**config.mk**
```make
export PLATFORM = sky130hd
export DESIGN_NAME = fsm_stim_driver
export DESIGN_NICKNAME = d
export VERILOG_FILES = /design/src/rtl/fsm_stim_driver.sv
export SDC_FILE = /design/constraint.sdc
export NUM_CORES = 1
export LEC_CHECK = 0
export ABC_AREA = 1
export CORE_MARGIN = 2
export CORE_UTILIZATION = 45
export DETAILED_ROUTE_END_ITERATION = 7
export MAX_ROUTING_LAYER = met4
export PLACE_DENSITY = 0.62
export REMOVE_ABC_BUFFERS = 1
export SETUP_SLACK_MARGIN = 0.2
export SYNTH_ARGS = -nofsm -noshare
export SYNTH_HDL_FRONTEND = slang
export SYNTH_SLANG_ARGS = --single-unit
```
**constraint.sdc**
```tcl
create_clock -name clk -period 6.1 [get_ports clk]
set_input_delay 1.22 -clock clk [delete_from_list [all_inputs] [get_ports clk]]
set_output_delay 1.22 -clock clk [all_outputs]
set_load 0.05 [all_outputs]
```
**src/rtl/fsm_stim_driver.sv**
```systemverilog
// rtl/fsm_stim_driver.sv - scripted stimulus/response self-test driver for the gate/access FSM
module fsm_stim_driver #(
  parameter int DEPTH = 8,
  parameter int HOLD  = 4,
  parameter int CNT_W = 4
) (
  input  logic                     clk,
  input  logic                     reset,
  input  logic                     start,
  input  logic [$clog2(DEPTH):0]   len,
  input  logic                     wr_en,
  input  logic [$clog2(DEPTH)-1:0] wr_addr,
  input  logic [13:0]              wr_data,
  input  logic [5:0]               resp_in,
  output logic [7:0]               stim_out,
  output logic                     busy,
  output logic                     done,
  output logic                     pass,
  output logic [CNT_W-1:0]         err_count,
  output logic [$clog2(DEPTH)-1:0] first_err
);

  localparam int AW = $clog2(DEPTH);
  localparam int LW = AW + 1;
  localparam int HW = (HOLD > 1) ? $clog2(HOLD) : 1;
  localparam logic [LW-1:0]    DEPTH_L = LW'(DEPTH);
  localparam logic [HW-1:0]    HOLD_M1 = HW'(HOLD - 1);
  localparam logic [CNT_W-1:0] ERR_MAX = '1;

  typedef enum logic [1:0] {
    S_IDLE,
    S_DRIVE,
    S_SETTLE,
    S_CHECK
  } state_t;

  state_t           state_q;
  logic [13:0]      mem_q [DEPTH];
  logic [AW-1:0]    idx_q;
  logic [LW-1:0]    len_q;
  logic [HW-1:0]    cnt_q;
  logic [7:0]       stim_q;
  logic             busy_q;
  logic             done_q;
  logic             pass_q;
  logic [CNT_W-1:0] err_q;
  logic [AW-1:0]    first_q;

  logic [LW-1:0]    len_d;
  logic [13:0]      entry;
  logic             mismatch;
  logic             last_step;
  logic [CNT_W-1:0] err_d;

  // Clamp the requested length, fetch the current entry and work out the saturating error count.
  always_comb begin
    len_d     = (len > DEPTH_L) ? DEPTH_L : len;
    entry     = mem_q[idx_q];
    mismatch  = (resp_in != entry[13:8]);
    last_step = ({1'b0, idx_q} == (len_q - LW'(1)));
    err_d     = err_q;
    if (mismatch && (err_q != ERR_MAX)) begin
      err_d = err_q + CNT_W'(1);
    end
  end

  // Script storage: cleared on reset, writable only while the sequencer is idle.
  always_ff @(posedge clk) begin
    if (reset) begin
      for (int i = 0; i < DEPTH; i++) begin
        mem_q[i] <= '0;
      end
    end else if (wr_en && (state_q == S_IDLE)) begin
      mem_q[wr_addr] <= wr_data;
    end
  end

  // Step sequencer: drive, settle for HOLD cycles, then compare and advance.
  always_ff @(posedge clk) begin
    if (reset) begin
      state_q <= S_IDLE;
      idx_q   <= '0;
      len_q   <= '0;
      cnt_q   <= '0;
      stim_q  <= '0;
      busy_q  <= 1'b0;
      done_q  <= 1'b0;
      pass_q  <= 1'b0;
      err_q   <= '0;
      first_q <= '0;
    end else begin
      case (state_q)
        S_IDLE: begin
          if (start) begin
            err_q   <= '0;
            first_q <= '0;
            if (len_d == '0) begin
              // Empty run completes on the spot and trivially passes.
              done_q <= 1'b1;
              pass_q <= 1'b1;
            end else begin
              idx_q   <= '0;
              len_q   <= len_d;
              done_q  <= 1'b0;
              pass_q  <= 1'b0;
              busy_q  <= 1'b1;
              state_q <= S_DRIVE;
            end
          end
        end
        S_DRIVE: begin
          stim_q  <= entry[7:0];
          cnt_q   <= HOLD_M1;
          state_q <= S_SETTLE;
        end
        S_SETTLE: begin
          if (cnt_q == '0) begin
            state_q <= S_CHECK;
          end else begin
            cnt_q <= cnt_q - HW'(1);
          end
        end
        S_CHECK: begin
          err_q <= err_d;
          // A zero count before this step means no earlier mismatch in this run.
          if (mismatch && (err_q == '0)) begin
            first_q <= idx_q;
          end
          if (last_step) begin
            busy_q  <= 1'b0;
            done_q  <= 1'b1;
            stim_q  <= '0;
            pass_q  <= (err_d == '0);
            state_q <= S_IDLE;
          end else begin
            idx_q   <= idx_q + AW'(1);
            state_q <= S_DRIVE;
          end
        end
        default: state_q <= S_IDLE;
      endcase
    end
  end

  assign stim_out  = stim_q;
  assign busy      = busy_q;
  assign done      = done_q;
  assign pass      = pass_q;
  assign err_count = err_q;
  assign first_err = first_q;

endmodule

```
==> results.cfg, run 1 <==
[logic_synthesis]
synth-seq-cells = 144
yosysSeqAreaShare = 0.603
synth.avg_cell_area_um2 = 9.10
netlist_area_mm2 = 0.00664
syn_inst = 730
synth_top_flop_cell = edfxtp_1
yosys_warnings = 0
yosys.area.top_type = edfxtp_1
synth.area.top_cells = edfxtp_1 51%, dfxtp_1 9.6%, nor2_1 9.5%
synthArstFlopShare = 0
synth.distinct_cells = 31
synth_top_area_share = 0.506
synth_edf_count = 112

[finish]
fin_area_mm2 = 0.00784
num-nets-final = 808
num-fill-cells = 1288
postLayoutCoreUtil = 0.541
area_growth_pct = 18.0
post_route_cells_drive_above_1_share = 0.0423
antenna_cells = 0

[drt]
wl_per_cell_um = 18.0
drtPass1Iterations = 5
drt-total-wl_mm = 17.4
ant_nets = 0
drc = 0
vias = 5234
viasPerCell = 5.43
drt_iter0_drc = 515

[placement]
finalWeightedCongestion = 0.912
placed_area_mm2 = 0.00722
portBuffers = 48
place.detailed.hpwl_mm = 11.9

[floorplan]
dieHeight_um = 126
design.die.area_mm2 = 0.0158
start_util = 0.459
core_area_mm2 = 0.0145
pin_count = 49
die_w_um = 126
rows = 44

[critical_path]
required_ps = 6160
critPathMaxFanout = 28
cp-start-kind = input pin
criticalPathCategory = input pin to flip-flop
crit_arrival_ps = 3850
worst_setup_path_end_kind = flip-flop
rrSetupSlack_ps = 2990

[sta]
clock_skew_ps = 5.61
fin_crit_sh = 0.621
tns_ps = 0
period_needed_ps = 3790
fmax_ghz = 0.264
tightestPinTransition_ps = 991
rsz0062_at_grt = no
setup_viol = 0
max_slew_margin = 0.338
final_max_slew_viol_count = 0
hold_violations = 0
hold_ws_ps = 461

[clock_tree]
cts_root_buffer = clkbuf_16
clkLatencyLatePin_ps = 430
cts.path.max_buffers = 2
h-tree-depth = 4
numCtsBuffers = 17
clk_pin_slew_ps = 60
postCtsHoldBufs = 0
post-cts-setup-buffer-count = 0
cts.sinks = 144
cts_resized = 0
cts_tree = built

[pwr]
ir_drop_mv = 0.207
cellLeakagePower_nw = 3.23
powerDensity_mw_per_mm2 = 407
fin_total_pwr_mw = 3.19

[global_routing]
first_global_vias = 4974
grt_max_degree = 58
grt_pass1_wl_mm = 27.2
grt.overflow.total = 0
track_usage = 0.235
antenna_found_initial = 0

[job]
max-cap-violations = 0

[hold_path]
worstHoldPathType = flip-flop to flip-flop

[status]
status = completed
[metal layers]
| layer | up-vias | track usage | routed length (um) |
|---|---|---|---|
| li1 | 2490 | - | - |
| met1 | 2450 | 0.319 | 7360 |
| met2 | 264 | 0.343 | 7820 |
| met3 | 30 | 0.0518 | 1660 |
| met4 | 0 | 0.0961 | 520 |
| met5 | - | - | 0 |
[synthesized netlist by cell type (3+ instances only)]
cell,n
a21oi_1,29
buf_2,5
buf_6,3
clkbuf_1,21
dfxtp_1,32
edfxtp_1,112
ha_1,10
inv_1,75
nand2_1,141
nand3_1,53
nand3b_1,3
nor2_1,168
o21ai_0,36
o221ai_1,15
xor2_1,5
[sequential cells by signal (all words and copies together), names as in the netlist, named ones only]
register,count
first_err,3
busy,1
cnt_q,2
state_q,2
mem_q,112
stim_out,8
err_count,4
len_q,4
done,1
idx_q,3
pass,1
[path summary, 6_finish.rpt]
kind	depth (start not counted)	endpoint	startpoint
max	7	mem_q[1][10]$_SDFFCE_PN0P_	reset
min	2	stim_out[3]$_SDFFE_PP0P_	stim_out[3]$_SDFFE_PP0P_
max reg2reg	17	pass$_SDFFE_PP0P_	flip-flop
min reg2reg	2	stim_out[3]$_SDFFE_PP0P_	stim_out[3]$_SDFFE_PP0P_
[cell usage in the layout, fill, tap and decap left out, drive strengths merged]
| cell type | instances |
|---|---|
| nor2 | 168 |
| nand2 | 141 |
| edfxtp | 112 |
| inv | 77 |
| nand3 | 54 |
| clkdlybuf4s50 | 48 |
| o21ai | 36 |
| dfxtp | 32 |
| a21oi | 29 |
| clkbuf | 17 |
| o221ai | 15 |
| ha | 10 |
| clkinv | 10 |
| xor2 | 5 |
| bufinv | 5 |
| nand3b | 3 |
| buf | 3 |
| xnor2 | 2 |
| nor3 | 2 |
| o211ai | 2 |
| a22oi | 2 |
| a21boi | 1 |
| o22ai | 1 |
| nor4 | 1 |
| o21bai | 1 |
| nand4 | 1 |
| a211oi | 1 |
| o31ai | 1 |
[metrics by stage]
stage / setup WS [ps] / cells
floorplan: 3170 / 697
detailed placement: 1930 / 932
global placement: 2010 / 932
finish: 2310 / 964
global route: 2140 / 964
CTS: 2390 / 964
[critical path, stage by stage]
cell and delay, ps:
clkdlybuf4s50_1 400, buf_4 230, inv_1 370, nand3_1 170
nor2_1 410, nand2_1 440, nand2_1 610
[cell families after synthesis]
| family | share of synthesized area |
|---|---|
| xor+xnor | 0.00923 |
| buf+inv | 0.0678 |
| simple gates | 0.223 |
| compound gates | 0.0787 |
| flops | 0.603 |
| fa+ha+maj | 0.0188 |
[area by class of cell]
cell class,count,area [um^2],share of cell area
tap,184,230,0.0294
inverter,77,289,0.0369
sequential,144,4000,0.511
multi-input combinational,476,2190,0.279
clock inverter,15,198,0.0252
timing repair buffer,51,503,0.0642
clock buffer,17,425,0.0543
[power breakdown]
| part | total, mW | switching (mW) | internal [mW] |
|---|---|---|---|
| Clock | 1.10 | 0.389 | 0.714 |
| Sequential | 1.19 | 0.0426 | 1.15 |
| Combinational | 0.893 | 0.634 | 0.259 |
| Total | 3.19 | 1.07 | 2.12 |
Note: power is estimated with default switching activity, not from simulation.
==> run 2: changes to the inputs <==
clock period = 3.7 ns   (was 6.1 ns; I/O delays follow)
==> results.cfg, run 2 (synthesized netlist as in run 1, its figures left out) <==
[status]
status = completed

[sta]
fmax_ghz = 0.362
period_needed_ps = 2760
rsz0062_at_grt = no
setup_viol = 0
final_max_slew_viol_count = 0
tightestPinTransition_ps = 709
hold_violations = 0
max_slew_margin = 0.526
tns_ps = 0
clock_skew_ps = 8.37
fin_crit_sh = 0.747

[clock_tree]
cts.sinks = 144
clk_pin_slew_ps = 60
cts_root_buffer = clkbuf_16
cts.path.max_buffers = 2
cts_resized = 0
clkLatencyLatePin_ps = 420
cts_tree = built
post-cts-setup-buffer-count = 0
postCtsHoldBufs = 0
h-tree-depth = 4
numCtsBuffers = 17

[global_routing]
grt.overflow.total = 0
track_usage = 0.221
grt_pass1_wl_mm = 26.0
first_global_vias = 5047
antenna_found_initial = 0
grt_max_degree = 57

[critical_path]
critPathMaxFanout = 16
critPathMaxStageDelay_ps = 770
worst_setup_path_end_kind = flip-flop
crit_arrival_ps = 3060
endpoint = pass$_SDFFE_PP0P_
cp_num_cells = 15
criticalPathCategory = flip-flop to flip-flop
path_buf_inv = 1
cp-start-kind = flip-flop
r2r_end = pass$_SDFFE_PP0P_
crit_chain = inv_1, nand3_1, nand2_1, nand2_1, nand2_1, nor2_1, nand3_2, nand2_1, nand2_1, nand2_1, nor2_1, nand2_1, nand2_1, nand2_1, a21oi_1
critical_path.top_delay_family = simple AND/OR/NAND/NOR gates
rrSetupSlack_ps = 940
required_ps = 4000
cpMaxStageDelayCell = dfxtp_1
path_common_cell = nand2_1
worstRegToRegCells = 15

[finish]
num-nets-final = 816
post_route_cells_drive_above_1_share = 0.0558
largest_register_ffs = 112
area_growth_pct = 17.7
regMostFlops = mem_q
postLayoutCoreUtil = 0.540
final_cell_mix = 168 x nor2_1, 141 x nand2_1, 112 x edfxtp_1, 75 x inv_1, 53 x nand3_1
num-fill-cells = 1349
antenna_cells = 0
final_common_cell = nor2_1

[placement]
finalWeightedCongestion = 0.884
portBuffers = 48
place.detailed.hpwl_mm = 11.1

[drt]
ant_nets = 0
drt_iter0_drc = 423
drc = 0
drt-total-wl_mm = 16.4
viasPerCell = 5.30
vias = 5150
drtPass1Iterations = 6
wl_per_cell_um = 16.8

[floorplan]
rows = 44
start_util = 0.459
design.die.area_mm2 = 0.0158
die_w_um = 126
core_area_mm2 = 0.0145
pin_count = 49
dieHeight_um = 126

[hold_path]
worstHoldPathType = flip-flop to flip-flop

[pwr]
powerDensity_mw_per_mm2 = 639
cellLeakagePower_nw = 3.22
ir_drop_mv = 0.365
fin_total_pwr_mw = 5.00

[job]
max-cap-violations = 0
-- run 2: metrics by stage --
| step | area (um^2) | hold slack, ps | setup slack [ps] | cells |
|---|---|---|---|---|
| 2_1_floorplan | 6480 | 452 | 769 | 697 |
| 6_report | 7820 | 462 | 935 | 972 |
| 5_1_grt | 7820 | 484 | 663 | 972 |
| 3_5_place_dp | 7280 | 454 | 713 | 940 |
| 3_3_place_gp | 7280 | 453 | 779 | 940 |
| 4_1_cts | 7820 | 463 | 932 | 972 |
-- run 2: where the power goes --
part           internal, mW  total, mW  switching, mW
clock                 0.923       1.59          0.665
combinational         0.431       1.45           1.01
sequential             1.89       1.97         0.0750
-- run 2: metal layers --
metal	part of all wire	track usage	up-vias
li1	-	-	2507
met1	0.42	0.269	2443
met2	0.50	0.368	169
met3	0.062	0.0445	31
met4	0.024	0.0778	0
met5	0	-	-
-- run 2: worst min-delay path by stage --
stage,startpoint,endpoint,cells after the start
floorplan,len_q[1]$_SDFFE_PP0P_,len_q[1]$_SDFFE_PP0P_,2
global placement,done$_SDFFE_PP0P_,done$_SDFFE_PP0P_,2
detailed placement,pass$_SDFFE_PP0P_,pass$_SDFFE_PP0P_,2
global route,pass$_SDFFE_PP0P_,pass$_SDFFE_PP0P_,2
CTS,pass$_SDFFE_PP0P_,pass$_SDFFE_PP0P_,2
finish,pass$_SDFFE_PP0P_,pass$_SDFFE_PP0P_,2
-- run 2: worst reg2reg max path, delay by kind of cell (launching register included) --
kind	cells	cell delay, ps
compound gates	1	50
buf+inv	1	460
flops	1	770
simple gates	13	1380
-- run 2: area by class of cell --
| type | count | area (um^2) | area share |
|---|---|---|---|
| Inverter | 77 | 289 | 0.0369 |
| Multi-Input combinational cell | 476 | 2190 | 0.280 |
| Clock buffer | 19 | 433 | 0.0553 |
| Sequential cell | 144 | 4000 | 0.512 |
| Timing Repair Buffer | 59 | 563 | 0.0720 |
| Clock inverter | 13 | 114 | 0.0146 |
| Tap cell | 184 | 230 | 0.0294 |
==> run 3: changes to the inputs <==
PLACE_DENSITY = 0.64   (was 0.62)
clock period = 2.4 ns   (was 3.7 ns; I/O delays follow)
==> results.cfg, run 3 (synthesized netlist as in run 1, its figures left out) <==
[floorplan]
die_w_um = 126
start_util = 0.459
core_area_mm2 = 0.0145
design.die.area_mm2 = 0.0158
dieHeight_um = 126
rows = 44
pin_count = 49

[job]
max-cap-violations = 0

[global_routing]
track_usage = 0.229
grt_max_degree = 29
first_global_vias = 5224
grt_pass1_wl_mm = 27.0
antenna_found_initial = 0
grt.overflow.total = 0

[sta]
setup_viol = 0
tightestPinTransition_ps = 509
tns_ps = 0
period_needed_ps = 2130
fin_crit_sh = 0.887
clock_skew_ps = 10.1
hold_violations = 0
hold_ws_ps = 462
max_slew_margin = 0.660
final_max_slew_viol_count = 0
rsz0062_at_grt = yes
fmax_ghz = 0.470

[pwr]
cellLeakagePower_nw = 3.43
ir_drop_mv = 0.544
powerDensity_mw_per_mm2 = 1000

[placement]
place.detailed.hpwl_mm = 11.7
portBuffers = 48
finalWeightedCongestion = 0.889

[finish]
regMostFlops = mem_q
num-nets-final = 840
final_cell_mix = 165 x nor2_1, 140 x nand2_1, 112 x edfxtp_1, 75 x inv_1, 52 x nand3_1
antenna_cells = 0
postLayoutCoreUtil = 0.562
post_route_cells_drive_above_1_share = 0.0961
final_common_cell = nor2_1
area_growth_pct = 22.4
largest_register_ffs = 112

[critical_path]
cpMaxStageDelayCell = clkdlybuf4s50_1
criticalPathCategory = flip-flop to primary output
critPathMaxStageDelay_ps = 830
critical_path.top_delay_family = buffers and inverters
required_ps = 1920
cp-start-kind = flip-flop
path_buf_inv = 1
worst_setup_path_end_kind = primary output
crit_chain = clkdlybuf4s50_1
critPathMaxFanout = 2
crit_arrival_ps = 1650

[clock_tree]
cts_root_buffer = clkbuf_16
numCtsBuffers = 17
clk_pin_slew_ps = 60
h-tree-depth = 4
cts_tree = built
cts.path.max_buffers = 2
cts.sinks = 144
post-cts-setup-buffer-count = 0
clkLatencyLatePin_ps = 430

[drt]
drt-total-wl_mm = 17.0
ant_nets = 0
drtPass1Iterations = 7
wl_per_cell_um = 17.1
viasPerCell = 5.28
drt_iter0_drc = 549
vias = 5259
drc = 0

[status]
status = completed

[hold_path]
worstHoldPathType = flip-flop to flip-flop
## run 3: metal layers
| metal | vias up | wire length, um | track usage |
|---|---|---|---|
| li1 | 2551 | - | - |
| met1 | 2501 | 7230 | 0.284 |
| met2 | 171 | 8340 | 0.362 |
| met3 | 36 | 947 | 0.0496 |
| met4 | 0 | 514 | 0.102 |
| met5 | - | 0 | - |
## run 3: per-stage QoR
step / total power [mW] / area (um^2) / worst slack (ps) / cells
6_report: 8.15 / 8130 / 270 / 996
4_1_cts: 8.09 / 8080 / 166 / 996
3_3_place_gp: 5.31 / 7470 / 236 / 964
3_5_place_dp: 5.37 / 7470 / 114 / 964
5_1_grt: 8.55 / 8130 / 164 / 996
2_1_floorplan: 4.54 / 6480 / -531 / 697
## run 3: cell type report
cell class	instances	area, um^2
clock inverters	12	159
multi-input cells	476	2220
well taps	184	230
fillers	1303	6340
flip-flops and latches	144	4010
inverters	77	297
repair buffers	83	774
clock buffers	20	447
## run 3: final timing paths
check	startpoint	end	slack [ps]	cells after the start
setup reg to reg	len_q[0]$_SDFFE_PP0P_	stim_out[3]$_SDFFE_PP0P_	350	12
hold / removal	stim_out[4]$_SDFFE_PP0P_	stim_out[4]$_SDFFE_PP0P_	460	2
setup / recovery	stim_out[5]$_SDFFE_PP0P_	stim_out[5]	270	1
hold reg to reg	stim_out[4]$_SDFFE_PP0P_	stim_out[4]$_SDFFE_PP0P_	460	2
## run 3: power breakdown
part	leakage [nW]	internal (mW)	switching [mW]	total, mW
Sequential	1.42	2.92	0.137	3.06
Clock	0.291	1.67	1.06	2.72
Combinational	1.72	0.781	1.59	2.37
Total	3.43	5.37	2.78	8.15
## run 3: repair_timing
action                                  4_1_cts  5_1_grt
pin swaps                                     0        1
hold buffers                                  0        0
endpoints found under the setup margin        5       23
gates resized for setup                       4       20
